==> config.mk <==
export PLATFORM = sky130hd
export DESIGN_NAME = truth_table_sweeper
export DESIGN_NICKNAME = d
export VERILOG_FILES = /design/src/rtl/tts_pkg.sv /design/src/rtl/tts_settle_timer.sv /design/src/rtl/truth_table_sweeper.sv
export SDC_FILE = /design/constraint.sdc
export NUM_CORES = 1
export LEC_CHECK = 0
export ABC_CLOCK_PERIOD_IN_PS = 2300
export CAP_MARGIN = 20
export CORE_UTILIZATION = 51
export DETAILED_ROUTE_END_ITERATION = 10
export PLACE_DENSITY = 0.76
export SLEW_MARGIN = 20
export SYNTH_ARGS = -nofsm -noshare
export SYNTH_HDL_FRONTEND = slang
export SYNTH_SLANG_ARGS = --single-unit
==> constraint.sdc <==
create_clock -name clk -period 2.3 [get_ports clk]
set_clock_uncertainty 0.2 [all_clocks]
set_input_delay 0.46 -clock clk [delete_from_list [all_inputs] [get_ports clk]]
set_output_delay 0.46 -clock clk [all_outputs]
set_load 0.03 [all_outputs]
==> src/rtl/tts_pkg.sv <==
// Shared state encoding and sizing helper for the truth-table sweeper.
package tts_pkg;

    typedef enum logic [1:0] {IDLE, SETTLE, SAMPLE, DONE} tts_state_t;

    function automatic int n_vec(input int n);
        return 2 ** n;
    endfunction

endpackage

==> src/rtl/tts_settle_timer.sv <==
// Settle counter: load clears, en advances; expire_o when count reaches SETTLE_CYCLES-1.
// Latency: expire_o is combinational from the count register.
// Backpressure: none; the count saturates at its terminal value while en_i stays high.
module tts_settle_timer #(
    parameter int SETTLE_CYCLES = 4
) (
    input  logic clk,
    input  logic rst_n,
    input  logic load_i,
    input  logic en_i,
    output logic expire_o
);

    localparam int CW = $clog2(SETTLE_CYCLES) + 1;
    localparam logic [CW-1:0] LAST = CW'(SETTLE_CYCLES - 1);

    logic [CW-1:0] cnt_q, cnt_d;

    always_comb begin
        cnt_d = cnt_q;
        if (load_i) begin
            cnt_d = '0;
        end else if (en_i && (cnt_q != LAST)) begin
            cnt_d = cnt_q + 1'b1;
        end
    end

    always_ff @(posedge clk or negedge rst_n) begin
        if (!rst_n) begin
            cnt_q <= '0;
        end else begin
            cnt_q <= cnt_d;
        end
    end

    assign expire_o = (cnt_q == LAST);

endmodule

==> src/rtl/truth_table_sweeper.sv <==
// Sweeps abc_o through all input vectors, samples f_i after a settle time, builds table_o.
// Latency: done_o pulses N_VEC*(SETTLE_CYCLES+1)+1 cycles after start; start ignored while busy.
// Option: SWEEP_CHECK_EN adds mismatch_o, comparing the finished table against EXPECTED.
module truth_table_sweeper
    import tts_pkg::*;
#(
    parameter int N_IN          = 3,
    parameter int SETTLE_CYCLES = 4
`ifdef SWEEP_CHECK_EN
    ,
    parameter logic [n_vec(N_IN)-1:0] EXPECTED = 8'h96
`endif
) (
    input  logic                   clk,
    input  logic                   rst_n,
    input  logic                   start_i,
    output logic [N_IN-1:0]        abc_o,
    input  logic                   f_i,
    output logic                   busy_o,
    output logic                   done_o,
    output logic [n_vec(N_IN)-1:0] table_o
`ifdef SWEEP_CHECK_EN
    ,
    output logic                   mismatch_o
`endif
);

    localparam int N_VEC = n_vec(N_IN);
    localparam int IW    = $clog2(N_VEC) + 1;
    localparam logic [IW-1:0] LAST_IDX = IW'(N_VEC - 1);

    tts_state_t       state_q, state_d;
    logic [IW-1:0]    idx_q, idx_d;
    logic [N_IN-1:0]  abc_q, abc_d;
    logic             busy_q, busy_d;
    logic             done_q, done_d;
    logic [N_VEC-1:0] table_q, table_d;
    logic             tmr_load, tmr_en, tmr_expire;
`ifdef SWEEP_CHECK_EN
    logic             mismatch_q, mismatch_d;
`endif

    tts_settle_timer #(
        .SETTLE_CYCLES(SETTLE_CYCLES)
    ) u_timer (
        .clk     (clk),
        .rst_n   (rst_n),
        .load_i  (tmr_load),
        .en_i    (tmr_en),
        .expire_o(tmr_expire)
    );

    always_comb begin
        state_d  = state_q;
        idx_d    = idx_q;
        abc_d    = abc_q;
        busy_d   = busy_q;
        done_d   = 1'b0;
        table_d  = table_q;
        tmr_load = 1'b0;
        tmr_en   = 1'b0;
`ifdef SWEEP_CHECK_EN
        mismatch_d = mismatch_q;
`endif
        case (state_q)
            IDLE: begin
                if (start_i) begin
                    state_d  = SETTLE;
                    table_d  = '0;
                    idx_d    = '0;
                    abc_d    = '0;
                    busy_d   = 1'b1;
                    tmr_load = 1'b1;
`ifdef SWEEP_CHECK_EN
                    mismatch_d = 1'b0;
`endif
                end
            end
            SETTLE: begin
                tmr_en = 1'b1;
                if (tmr_expire) begin
                    state_d = SAMPLE;
                end
            end
            SAMPLE: begin
                table_d[idx_q[IW-2:0]] = f_i;
                // done_o and the cleared abc_o appear together with the DONE state
                if (idx_q == LAST_IDX) begin
                    state_d = DONE;
                    done_d  = 1'b1;
                    abc_d   = '0;
`ifdef SWEEP_CHECK_EN
                    mismatch_d = (table_d != EXPECTED);
`endif
                end else begin
                    state_d  = SETTLE;
                    idx_d    = idx_q + 1'b1;
                    abc_d    = idx_d[N_IN-1:0];
                    tmr_load = 1'b1;
                end
            end
            DONE: begin
                state_d = IDLE;
                busy_d  = 1'b0;
            end
            default: begin
                state_d = IDLE;
            end
        endcase
    end

    always_ff @(posedge clk or negedge rst_n) begin
        if (!rst_n) begin
            state_q <= IDLE;
            idx_q   <= '0;
            abc_q   <= '0;
            busy_q  <= 1'b0;
            done_q  <= 1'b0;
            table_q <= '0;
`ifdef SWEEP_CHECK_EN
            mismatch_q <= 1'b0;
`endif
        end else begin
            state_q <= state_d;
            idx_q   <= idx_d;
            abc_q   <= abc_d;
            busy_q  <= busy_d;
            done_q  <= done_d;
            table_q <= table_d;
`ifdef SWEEP_CHECK_EN
            mismatch_q <= mismatch_d;
`endif
        end
    end

    assign abc_o   = abc_q;
    assign busy_o  = busy_q;
    assign done_o  = done_q;
    assign table_o = table_q;
`ifdef SWEEP_CHECK_EN
    assign mismatch_o = mismatch_q;
`endif

endmodule

==> impl_metrics.env, run 1 <==
export IMPL_layout_worst_path_cycle_share_pct=88.69
export IMPL_worst_path_largest_cell_delay_ns=0.68
export IMPL_layout_area_growth_over_synthesis_pct=18.85
export IMPL_critical_path_at_ns=1.38
export IMPL_tritoncts="yes"
export IMPL_postSynthRegisterBits=22
export IMPL_cts_sink_count=22
export IMPL_path_depth=1
export IMPL_core_area_um2=1962
export IMPL_globalplace_congestion=0.8443
export IMPL_max_cap_violations=0
export IMPL_worst_endpoint_required_ns=1.64
export IMPL_synth_common_cells="sky130_fd_sc_hd__dfrtp_1, sky130_fd_sc_hd__nand2_1, sky130_fd_sc_hd__mux2i_1, sky130_fd_sc_hd__nand3_1, sky130_fd_sc_hd__nor2_1"
export IMPL_cells_along_the_critical_path="clkdlybuf4s50_1"
export IMPL_synth_cell_area_um2=1069
export IMPL_average_cell_area_after_synthesis_um2=10.48
export IMPL_ys_warnings_count=0
export IMPL_time_the_worst_path_needs_with_i_o_delays_and_setup_ns=2.040
export IMPL_timing_final_hold_violations=0
export IMPL_cp_num_buf_inv=1
export IMPL_track_usage_pct=20.17
export IMPL_initial_core_util_pct=54.46
export IMPL_postSynthCellCount=102
export IMPL_floorplan_io_pins=17
export IMPL_synth_top_cell_area_share_pct=51.52
export IMPL_cpMaxStageDelayCell="sky130_fd_sc_hd__clkdlybuf4s50_1"
export IMPL_insertion_delay_ns=0.31
export IMPL_maxSlewHeadroom_pct=72.34
export IMPL_area_of_the_die_um2=2282
export IMPL_worst_setup_path_type="reg -> out"
export IMPL_wl_per_cell_um=13.03
export IMPL_ys_async_sr_fraction_pct=100.0
export IMPL_number_of_drc_violations_after_detailed_routing=0
export IMPL_setup_tns_final_ns=0
export IMPL_setup_worst_path_end_class="primary output"
export IMPL_critical_path_fanout_max=3
export IMPL_final_net_count=126
export IMPL_die_y_um=47.77
export IMPL_rows=16
export IMPL_ir_worst_vdd_v=0.0006735
export IMPL_setup_violations_final=0
export IMPL_grt_remaining_overflow=0
export IMPL_synth_edff_count=0
export IMPL_route_final_wire_length_um=1889
export IMPL_cts_buffers_inserted=3
export IMPL_fmaxAchievable_ghz=0.4902
export IMPL_critical_path_top_delay_family="buffers and inverters"
export IMPL_worstMarginPinSlew_ns=0.4150
export IMPL_grt_pass1_wl_um=3070
export IMPL_synth_area_leader_cell="sky130_fd_sc_hd__dfrtp_1"
export IMPL_post_synth_top_count_cell="sky130_fd_sc_hd__dfrtp_1"
export IMPL_netlist_top_cells_area="sky130_fd_sc_hd__dfrtp_1, sky130_fd_sc_hd__mux2i_1, sky130_fd_sc_hd__nand2_1"
export IMPL_die_width_um=47.77
export IMPL_maximum_number_of_pins_on_one_net_before_global_route_repair=23
export IMPL_postCtsResizedCells=0
export IMPL_clkSlewWorstSetupHoldPaths_ns=0.12
export IMPL_dominantRegCellSynth="sky130_fd_sc_hd__dfrtp_1"
export IMPL_via_per_inst=5.338
export IMPL_cts_root_buffer="sky130_fd_sc_hd__clkbuf_4"
export IMPL_dr_total_vias=774
export IMPL_post_synth_num_cell_types=32
export IMPL_synth_seq_area_share_pct=51.52
export IMPL_detailedRoute_firstIterationViolations=8
export IMPL_final_fill_count=175
export IMPL_rsz0062_at_grt="no"
export IMPL_cts_hold_fix_bufs=0
export IMPL_detail_route_antenna_nets=0
export IMPL_cts_htree_levels=1
export IMPL_status="finished, final reports clean"
export IMPL_hold_path_class="in -> async"
export IMPL_cellPowerDensity_nw_per_um2=1126
export IMPL_post_cts_setup_buffer_count=0
export IMPL_diodes=0
export IMPL_final_core_util_pct=64.73
export IMPL_cellLeakagePower_nw=0.6185
export IMPL_grt_pass1_vias=693
export IMPL_detailedRoute_firstPassIterationCount=4
export IMPL_critPathLaunchType="flip-flop"
export IMPL_synth_net_count=109
export IMPL_fraction_of_layout_cells_with_a_size_suffix_above_1_pct=12.71
export IMPL_clock_path_buffers=2
export IMPL_ff2ff_path_depth=4
export IMPL_numPortBuffers=16
export IMPL_dpl_hpwl_um=1414
export IMPL_drv_slew=0
export IMPL_antenna_violations_before_repair=0
-- report_power, final --
group / switching, W / leakage (nW) / internal [W] / total [W]
Combinational: 0.000311 / 0.309 / 0.000260 / 0.000571
Sequential: 0.000137 / 0.289 / 0.000512 / 0.000649
Clock: 0.000114 / 0.0210 / 0.0000966 / 0.000211
Total: 0.000562 / 0.619 / 0.000868 / 0.00143
-- flip-flops by register name (all words and copies together) (netlist names) --
register,cells
abc_o,3
busy_o,1
done_o,1
idx_q,4
state_q,2
table_o,8
u_timer.cnt_q,3
-- layout by cell type, fill, tap and decap left out --
cell type / instances
sky130_fd_sc_hd__o31a_1: 1
sky130_fd_sc_hd__inv_2: 1
sky130_fd_sc_hd__o21ai_0: 3
sky130_fd_sc_hd__a32oi_1: 1
sky130_fd_sc_hd__or4_4: 1
sky130_fd_sc_hd__or3_1: 1
sky130_fd_sc_hd__a211oi_1: 2
sky130_fd_sc_hd__nor2_1: 5
sky130_fd_sc_hd__mux2i_1: 8
sky130_fd_sc_hd__clkdlybuf4s50_1: 16
sky130_fd_sc_hd__a21oi_1: 3
sky130_fd_sc_hd__inv_4: 1
sky130_fd_sc_hd__and3b_2: 1
sky130_fd_sc_hd__o21bai_2: 1
sky130_fd_sc_hd__nand4_1: 1
sky130_fd_sc_hd__xor2_1: 1
sky130_fd_sc_hd__ha_1: 3
sky130_fd_sc_hd__and3_2: 1
sky130_fd_sc_hd__clkbuf_8: 1
sky130_fd_sc_hd__o2bb2ai_1: 1
sky130_fd_sc_hd__xnor2_1: 1
sky130_fd_sc_hd__inv_1: 4
sky130_fd_sc_hd__dfrtp_1: 22
sky130_fd_sc_hd__clkbuf_4: 3
sky130_fd_sc_hd__nand3b_1: 2
sky130_fd_sc_hd__nand2_1: 18
sky130_fd_sc_hd__or3b_2: 1
sky130_fd_sc_hd__nor3b_2: 2
sky130_fd_sc_hd__a31o_2: 1
sky130_fd_sc_hd__buf_4: 1
sky130_fd_sc_hd__and2b_1: 1
sky130_fd_sc_hd__nand2b_1: 1
sky130_fd_sc_hd__nand3_1: 8
-- per-stage QoR --
stage / hold slack (ns) / power (W) / cell area, um2 / setup WS [ns] / cells
3_3_place_gp: 0.2546 / 0.001203 / 1234 / 0.2564 / 141
4_1_cts: 0.2769 / 0.001443 / 1270 / 0.2465 / 145
5_1_grt: 0.2979 / 0.001541 / 1270 / 0.1805 / 145
6_report: 0.2780 / 0.001430 / 1270 / 0.2601 / 145
3_5_place_dp: 0.2650 / 0.001228 / 1234 / 0.2396 / 141
2_1_floorplan: -0.03559 / 0.001043 / 1069 / 0.6718 / 102
-- final timing paths --
check	from	to	slack, ns
setup / recovery	table_o[7]	table_o[7]	0.26
hold / removal	rst_n	abc_o[1]	0.28
setup reg to reg	idx_q[1]	idx_q[2]	0.46
hold reg to reg	abc_o[1]	abc_o[1]	0.29
max in group asynchronous	rst_n	table_o[5]	1.40
min in group clk	abc_o[1]	abc_o[1]	0.29
-- kinds of logic (layout without fill, tap and decap cells) --
family / Yosys count / count (layout) / synth area share (%)
AOI/OAI and AO/OA: 13 / 13 / 8.547
xor gates and xnor gates: 2 / 2 / 1.640
adders and majority gates: 3 / 3 / 3.513
buffers and inverters: 11 / 27 / 5.737
DFF: 22 / 22 / 51.52
muxes: 8 / 8 / 7.494
and+or+nand+nor: 43 / 43 / 21.55
-- routing by layer --
metal / global-route usage [%] / vias up / routed length, um
met3: 5.660 / 2 / 69
met1: 26.33 / 375 / 885
met2: 32.43 / 14 / 921
met5: 0 / - / 0
li1: - / 383 / -
met4: 6.667 / 0 / 12
-- cell type report --
| type | instances | area, um2 | share of cell area, % |
|---|---|---|---|
| clock buffers | 4 | 36.28 | 2.857 |
| inverters | 6 | 25.02 | 1.970 |
| multi-input cells | 69 | 456.7 | 35.96 |
| flip-flops and latches | 22 | 550.5 | 43.35 |
| well taps | 27 | 33.78 | 2.660 |
| repair buffers | 17 | 167.7 | 13.20 |
(Power assumes the default switching activity.)
==> run 2: changes to the inputs <==
--- a/config.mk
+++ b/config.mk
@@ -7,8 +7,9 @@
 export LEC_CHECK = 0
 export ABC_CLOCK_PERIOD_IN_PS = 2300
 export CAP_MARGIN = 20
-export CORE_UTILIZATION = 51
+export CORE_UTILIZATION = 60
 export DETAILED_ROUTE_END_ITERATION = 10
+export DONT_BUFFER_PORTS = 1
 export PLACE_DENSITY = 0.76
 export SLEW_MARGIN = 20
 export SYNTH_ARGS = -nofsm -noshare
==> impl_metrics.env, run 2 (synthesis gave the netlist of run 1 again) <==
export IMPL_fraction_of_layout_cells_with_a_size_suffix_above_1_pct=13.73
export IMPL_ir_worst_vdd_v=0.0007312
export IMPL_setup_reg_to_reg_worst_slack_ns=0.53
export IMPL_cts_buffers_inserted=3
export IMPL_sequential_cell_area_um2=550.5
export IMPL_worst_path_largest_cell_delay_ns=0.50
export IMPL_power_switching_w=0.0005345
export IMPL_setup_violations_final=0
export IMPL_numPortBuffers=0
export IMPL_multi_input_area_um2=456.7
export IMPL_p_int_w=0.0007339
export IMPL_cellLeakagePower_nw=0.5573
export IMPL_cts_root_buffer="sky130_fd_sc_hd__clkbuf_4"
export IMPL_swShare_pct=42.14
export IMPL_status="complete, but fails checks"
export IMPL_grt_pass1_vias=719
export IMPL_critical_path_fanout_max=11
export IMPL_diodes=0
export IMPL_power_frac_comb_pct=26.3
export IMPL_grt_pass1_wl_um=3070
export IMPL_max_cap_violations=0
export IMPL_mostFrequentLayoutCell="sky130_fd_sc_hd__dfrtp_1"
export IMPL_number_of_drc_violations_after_detailed_routing=2
export IMPL_fmaxAchievable_ghz=0.5643
export IMPL_critical_path_at_ns=1.75
export IMPL_layout_area_growth_over_synthesis_pct=1.991
export IMPL_cts_sink_count=22
export IMPL_hold_path_startpoint="start_i"
export IMPL_dr_total_vias=733
export IMPL_core_area_um2=1577
export IMPL_maxSlewHeadroom_pct=68.52
export IMPL_area_of_the_die_um2=1954
export IMPL_failed_checks="DRC"
export IMPL_worst_r2r_startpoint="idx_q[1]"
export IMPL_post_cts_setup_buffer_count=0
export IMPL_clkSlewWorstSetupHoldPaths_ns=0.11
export IMPL_holdPathEnd="state_q[0]"
export IMPL_power_frac_clock_pct=13.3
export IMPL_worst_endpoint_required_ns=2.28
export IMPL_setup_worst_path_end_class="flip-flop"
export IMPL_route_final_wire_length_um=1786
export IMPL_drv_slew=0
export IMPL_whs_path_depth=1
export IMPL_layout_worst_path_cycle_share_pct=77.05
export IMPL_time_the_worst_path_needs_with_i_o_delays_and_setup_ns=1.772
export IMPL_cp_num_buf_inv=0
export IMPL_largest_reg_flops=8
export IMPL_finalHoldWorstSlack_ns=0.1032
export IMPL_dpl_hpwl_um=1295
export IMPL_rsz0062_at_grt="no"
export IMPL_place_detailed_instances=113
export IMPL_hold_path_class="in -> reg"
export IMPL_track_usage_pct=21.65
export IMPL_insertion_delay_ns=0.30
export IMPL_maximum_number_of_pins_on_one_net_before_global_route_repair=23
export IMPL_cells_along_the_critical_path="ha_1 > and3b_2 > a21oi_1 > o21ai_0"
export IMPL_worstMarginPinSlew_ns=0.4722
export IMPL_initial_core_util_pct=67.78
export IMPL_detailedRoute_firstIterationViolations=21
export IMPL_wl_per_cell_um=15.14
export IMPL_die_y_um=44.20
export IMPL_worst_flop_to_flop_path_endpoint="idx_q[0]"
export IMPL_antenna_violations_before_repair=0
export IMPL_cts_htree_levels=1
export IMPL_rows=14
export IMPL_final_cell_count_no_fill=118
export IMPL_final_fill_count=119
export IMPL_floorplan_io_pins=17
export IMPL_path_depth=4
export IMPL_setup_tns_final_ns=0
export IMPL_ff2ff_path_depth=4
export IMPL_clock_path_buffers=2
export IMPL_timing_final_hold_violations=0
export IMPL_detail_route_antenna_nets=0
export IMPL_critical_path_top_delay_family="flip-flops"
export IMPL_die_width_um=44.20
export IMPL_via_per_inst=6.212
export IMPL_fin_total_pwr_w=0.001268
export IMPL_critPathLaunchType="flip-flop"
export IMPL_worst_setup_path_type="reg -> reg"
export IMPL_cellPowerDensity_nw_per_um2=1164
export IMPL_globalplace_congestion=0.8474
export IMPL_final_net_count=111
export IMPL_grt_remaining_overflow=0
export IMPL_detailedRoute_firstPassIterationCount=7
export IMPL_tritoncts="yes"
export IMPL_share_seq_of_total_power_pct=60.4
export IMPL_layout_cells_most_common_list="sky130_fd_sc_hd__dfrtp_1, sky130_fd_sc_hd__nand2_1, sky130_fd_sc_hd__nand3_1, sky130_fd_sc_hd__mux2i_1, sky130_fd_sc_hd__nor2_1"
export IMPL_cpMaxStageDelayCell="sky130_fd_sc_hd__dfrtp_1"
-- run 2: how the worst max path moves through the flow --
| stage | end | slack, ns | start |
|---|---|---|---|
| 2_1_floorplan | u_timer.cnt_q[1] | 0.67 | u_timer.cnt_q[0] |
| 3_3_place_gp | idx_q[2] | 0.59 | idx_q[1] |
| 3_5_place_dp | idx_q[0] | 0.52 | idx_q[1] |
| 4_1_cts | idx_q[0] | 0.51 | idx_q[1] |
| 5_1_grt | idx_q[0] | 0.41 | idx_q[1] |
| 6_report | idx_q[0] | 0.53 | idx_q[1] |
-- run 2: area by class of cell --
| type | count | share of cell area (%) |
|---|---|---|
| flip-flops and latches | 22 | 50.52 |
| multi-input cells | 69 | 41.91 |
| inverters | 6 | 2.296 |
| clock buffers | 3 | 2.067 |
| well taps | 16 | 1.837 |
| repair buffers | 2 | 1.378 |
-- run 2: worst reg2reg max path: stages (launching register included) --
cell and delay, ns:
sky130_fd_sc_hd__dfrtp_1 0.50, sky130_fd_sc_hd__ha_1 0.28, sky130_fd_sc_hd__and3b_2 0.22, sky130_fd_sc_hd__a21oi_1 0.33, sky130_fd_sc_hd__o21ai_0 0.13
-- run 2: what timing repair did --
action / CTS / global route
gates resized for setup: 0 / 0
endpoints found under the setup margin: 0 / 0
hold buffers: 1 / 1
endpoints found under the hold margin: 22 / 22
-- run 2: power groups by stage --
| stage | sequential, W | clock [W] | combinational, W |
|---|---|---|---|
| CTS | 0.000767 | 0.000171 | 0.000337 |
| finish | 0.000766 | 0.000169 | 0.000333 |
| floorplan | 0.000708 | 0 | 0.000335 |
| detailed placement | 0.000775 | 0 | 0.000325 |
| global route | 0.000793 | 0.000184 | 0.000386 |
| global placement | 0.000767 | 0 | 0.000310 |
-- run 2: metal layers --
metal	global-route usage [%]	vias to the layer above	wire, um
met4	7.273	0	18
met3	4.898	2	95
li1	-	350	-
met1	32.05	357	883
met2	31.76	24	788
met5	0	-	0
-- run 2: per-stage QoR --
step                      area (um2)  util, %  setup WS, ns
after global placement          1052    66.75        0.5929
after CTS                       1085    68.81        0.5097
after global routing            1090    69.13        0.4057
final                           1090    69.13        0.5278
after detailed placement        1052    66.75        0.5246
after floorplan                 1069        -        0.6718
==> run 3: changes to the inputs <==
--- a/config.mk
+++ b/config.mk
@@ -5,12 +5,12 @@
 export SDC_FILE = /design/constraint.sdc
 export NUM_CORES = 1
 export LEC_CHECK = 0
-export ABC_CLOCK_PERIOD_IN_PS = 2300
+export ABC_CLOCK_PERIOD_IN_PS = 1500
 export CAP_MARGIN = 20
-export CORE_UTILIZATION = 60
+export CORE_UTILIZATION = 54
 export DETAILED_ROUTE_END_ITERATION = 10
 export DONT_BUFFER_PORTS = 1
-export PLACE_DENSITY = 0.76
+export PLACE_DENSITY = 0.72
 export SLEW_MARGIN = 20
 export SYNTH_ARGS = -nofsm -noshare
 export SYNTH_HDL_FRONTEND = slang
==> constraint.sdc (replaced) <==
create_clock -name clk -period 1.5 [get_ports clk]
set_clock_uncertainty 0.2 [all_clocks]
set_input_delay 0.3 -clock clk [delete_from_list [all_inputs] [get_ports clk]]
set_output_delay 0.3 -clock clk [all_outputs]
set_load 0.03 [all_outputs]
==> impl_metrics.env, run 3 (synthesis gave the netlist of run 1 again) <==
export IMPL_cellLeakagePower_nw=0.7032
export IMPL_routing_usage_on_met1_pct=33.82
export IMPL_setup_violations_final=5
export IMPL_cts_root_buffer="sky130_fd_sc_hd__clkbuf_4"
export IMPL_setup_worst_path_end_class="flip-flop"
export IMPL_detail_route_antenna_nets=0
export IMPL_ir_worst_vdd_v=0.001297
export IMPL_timing_final_hold_violations=0
export IMPL_clock_path_buffers=2
export IMPL_critical_path_top_delay_family="flip-flops"
export IMPL_swShare_pct=39.34
export IMPL_cp_num_buf_inv=1
export IMPL_ff2ff_path_depth=6
export IMPL_diodes=0
export IMPL_path_depth=6
export IMPL_wl_per_cell_um=15.28
export IMPL_final_core_util_pct=78.67
export IMPL_globalplace_congestion=0.8244
export IMPL_final_net_count=134
export IMPL_detailedRoute_firstIterationViolations=16
export IMPL_numPortBuffers=0
export IMPL_mostFrequentLayoutCell="sky130_fd_sc_hd__dfrtp_1"
export IMPL_initial_core_util_pct=59.93
export IMPL_largest_reg_flops=8
export IMPL_met2_usage_pct=34.44
export IMPL_finalHoldWorstSlack_ns=0.0003039
export IMPL_fraction_of_layout_cells_with_a_size_suffix_above_1_pct=38.89
export IMPL_area_of_the_die_um2=2161
export IMPL_number_of_drc_violations_after_detailed_routing=0
export IMPL_grt_pass1_vias=793
export IMPL_max_cap_violations=0
export IMPL_power_frac_comb_pct=44.1
export IMPL_power_switching_w=0.001022
export IMPL_layout_area_growth_over_synthesis_pct=31.27
export IMPL_grt_remaining_overflow=0
export IMPL_drv_slew=0
export IMPL_cts_htree_levels=1
export IMPL_rows=15
export IMPL_critical_path_fanout_max=4
export IMPL_failed_checks="setup timing"
export IMPL_maximum_number_of_pins_on_one_net_before_global_route_repair=23
export IMPL_p_int_w=0.001575
export IMPL_worstMarginPinSlew_ns=0.9643
export IMPL_critPathLaunchType="flip-flop"
export IMPL_cpMaxStageDelayCell="sky130_fd_sc_hd__dfrtp_1"
export IMPL_worst_path_largest_cell_delay_ns=0.41
export IMPL_route_final_wire_length_um=2308
export IMPL_worst_setup_path_type="reg -> reg"
export IMPL_share_seq_of_total_power_pct=43.4
export IMPL_status="complete, but fails checks"
export IMPL_die_y_um=46.49
export IMPL_worst_slack_ns=-0.1694
export IMPL_layout_cells_most_common_list="sky130_fd_sc_hd__dfrtp_1, sky130_fd_sc_hd__buf_4, sky130_fd_sc_hd__nand2_1"
export IMPL_time_the_worst_path_needs_with_i_o_delays_and_setup_ns=1.669
export IMPL_dpl_hpwl_um=1500
export IMPL_power_frac_clock_pct=12.4
export IMPL_insertion_delay_ns=0.31
export IMPL_hold_path_class="in -> async"
export IMPL_cellPowerDensity_nw_per_um2=1852
export IMPL_cells_along_the_critical_path="ha_2 > ha_4 > nor3b_4 > buf_4 > xnor2_2 > nor2_1"
export IMPL_clkSlewWorstSetupHoldPaths_ns=0.12
export IMPL_rsz0062_at_grt="yes"
export IMPL_tritoncts="yes"
export IMPL_grt_busiest_layer="met2"
export IMPL_layout_worst_path_cycle_share_pct=111.3
export IMPL_antenna_violations_before_repair=0
export IMPL_die_width_um=46.49
export IMPL_floorplan_io_pins=17
export IMPL_fmaxAchievable_ghz=0.5990
export IMPL_core_area_um2=1783
export IMPL_detailedRoute_firstPassIterationCount=4
export IMPL_critical_path_at_ns=1.67
export IMPL_grt_pass1_wl_um=3512
export IMPL_track_usage_pct=23.62
export IMPL_met3_usage_grt_pct=2.745
export IMPL_worst_endpoint_required_ns=1.50
export IMPL_dr_total_vias=842
export IMPL_maxSlewHeadroom_pct=35.71
export IMPL_cts_sink_count=22
export IMPL_via_per_inst=5.576
export IMPL_cts_buffers_inserted=3
==> run 3: worst reg2reg max path, stage by stage, from the launching register on <==
cell	delay, ns
sky130_fd_sc_hd__dfrtp_1	0.41
sky130_fd_sc_hd__ha_2	0.21
sky130_fd_sc_hd__ha_4	0.17
sky130_fd_sc_hd__nor3b_4	0.25
sky130_fd_sc_hd__buf_4	0.17
sky130_fd_sc_hd__xnor2_2	0.10
sky130_fd_sc_hd__nor2_1	0.05
==> run 3: metal layers <==
layer  routed length (um)  vias to the layer above
li1                     -                      396
met1                 1102                      419
met2                 1080                       20
met3                   70                        7
met4                   55                        0
met5                    0                        -
==> run 3: worst paths after layout <==
path	slack, ns	endpoint	from
worst min-delay path	0.0003	table_o[2]	rst_n
min in group clk	0.04	table_o[4]	f_i
worst min register to register	0.38	idx_q[3]	idx_q[3]
worst max-delay path	-0.17	u_timer.cnt_q[0]	u_timer.cnt_q[0]
max in group asynchronous	0.46	idx_q[0]	rst_n
worst max register to register	-0.17	u_timer.cnt_q[0]	u_timer.cnt_q[0]
==> run 3: timing repair <==
action | in CTS | in global routing
setup endpoints to repair | 8 | 39
hold buffers | 3 | 0
endpoints found under the hold margin | 25 | 0
buffers inserted | 2 | 3
pin swaps | 4 | 7
resized for setup | 2 | 16
==> run 3: power by group through the flow <==
stage	clock (W)	combinational, W	sequential [W]
after detailed placement	0	0.000827	0.00113
after global placement	0	0.000786	0.00111
final	0.000323	0.00115	0.00113
after floorplan	0	0.000586	0.00109
after CTS	0.000330	0.000903	0.00111
after global routing	0.000359	0.00126	0.00115
==> run 3: area by class of cell <==
cell class	count	area, um2
Timing Repair Buffer	25	212.7
Inverter	6	25.02
Multi-Input combinational cell	69	545.5
Tap cell	25	31.28
Sequential cell	22	551.8
Fill cell	101	380.4
Clock buffer	4	36.28
==> run 3: through the flow <==
step,area [um2],TNS (ns),setup slack (ns),total power (W),std cells
4_1_cts,1310,-0.2065,-0.1037,0.002343,148
6_report,1403,-0.3820,-0.1694,0.002597,151
5_1_grt,1403,-0.8694,-0.2276,0.002772,151
3_5_place_dp,1219,-0.3811,-0.1135,0.001953,139
2_1_floorplan,1106,-0.05308,-0.04202,0.001673,102
3_3_place_gp,1219,-0.1703,-0.07024,0.001901,139
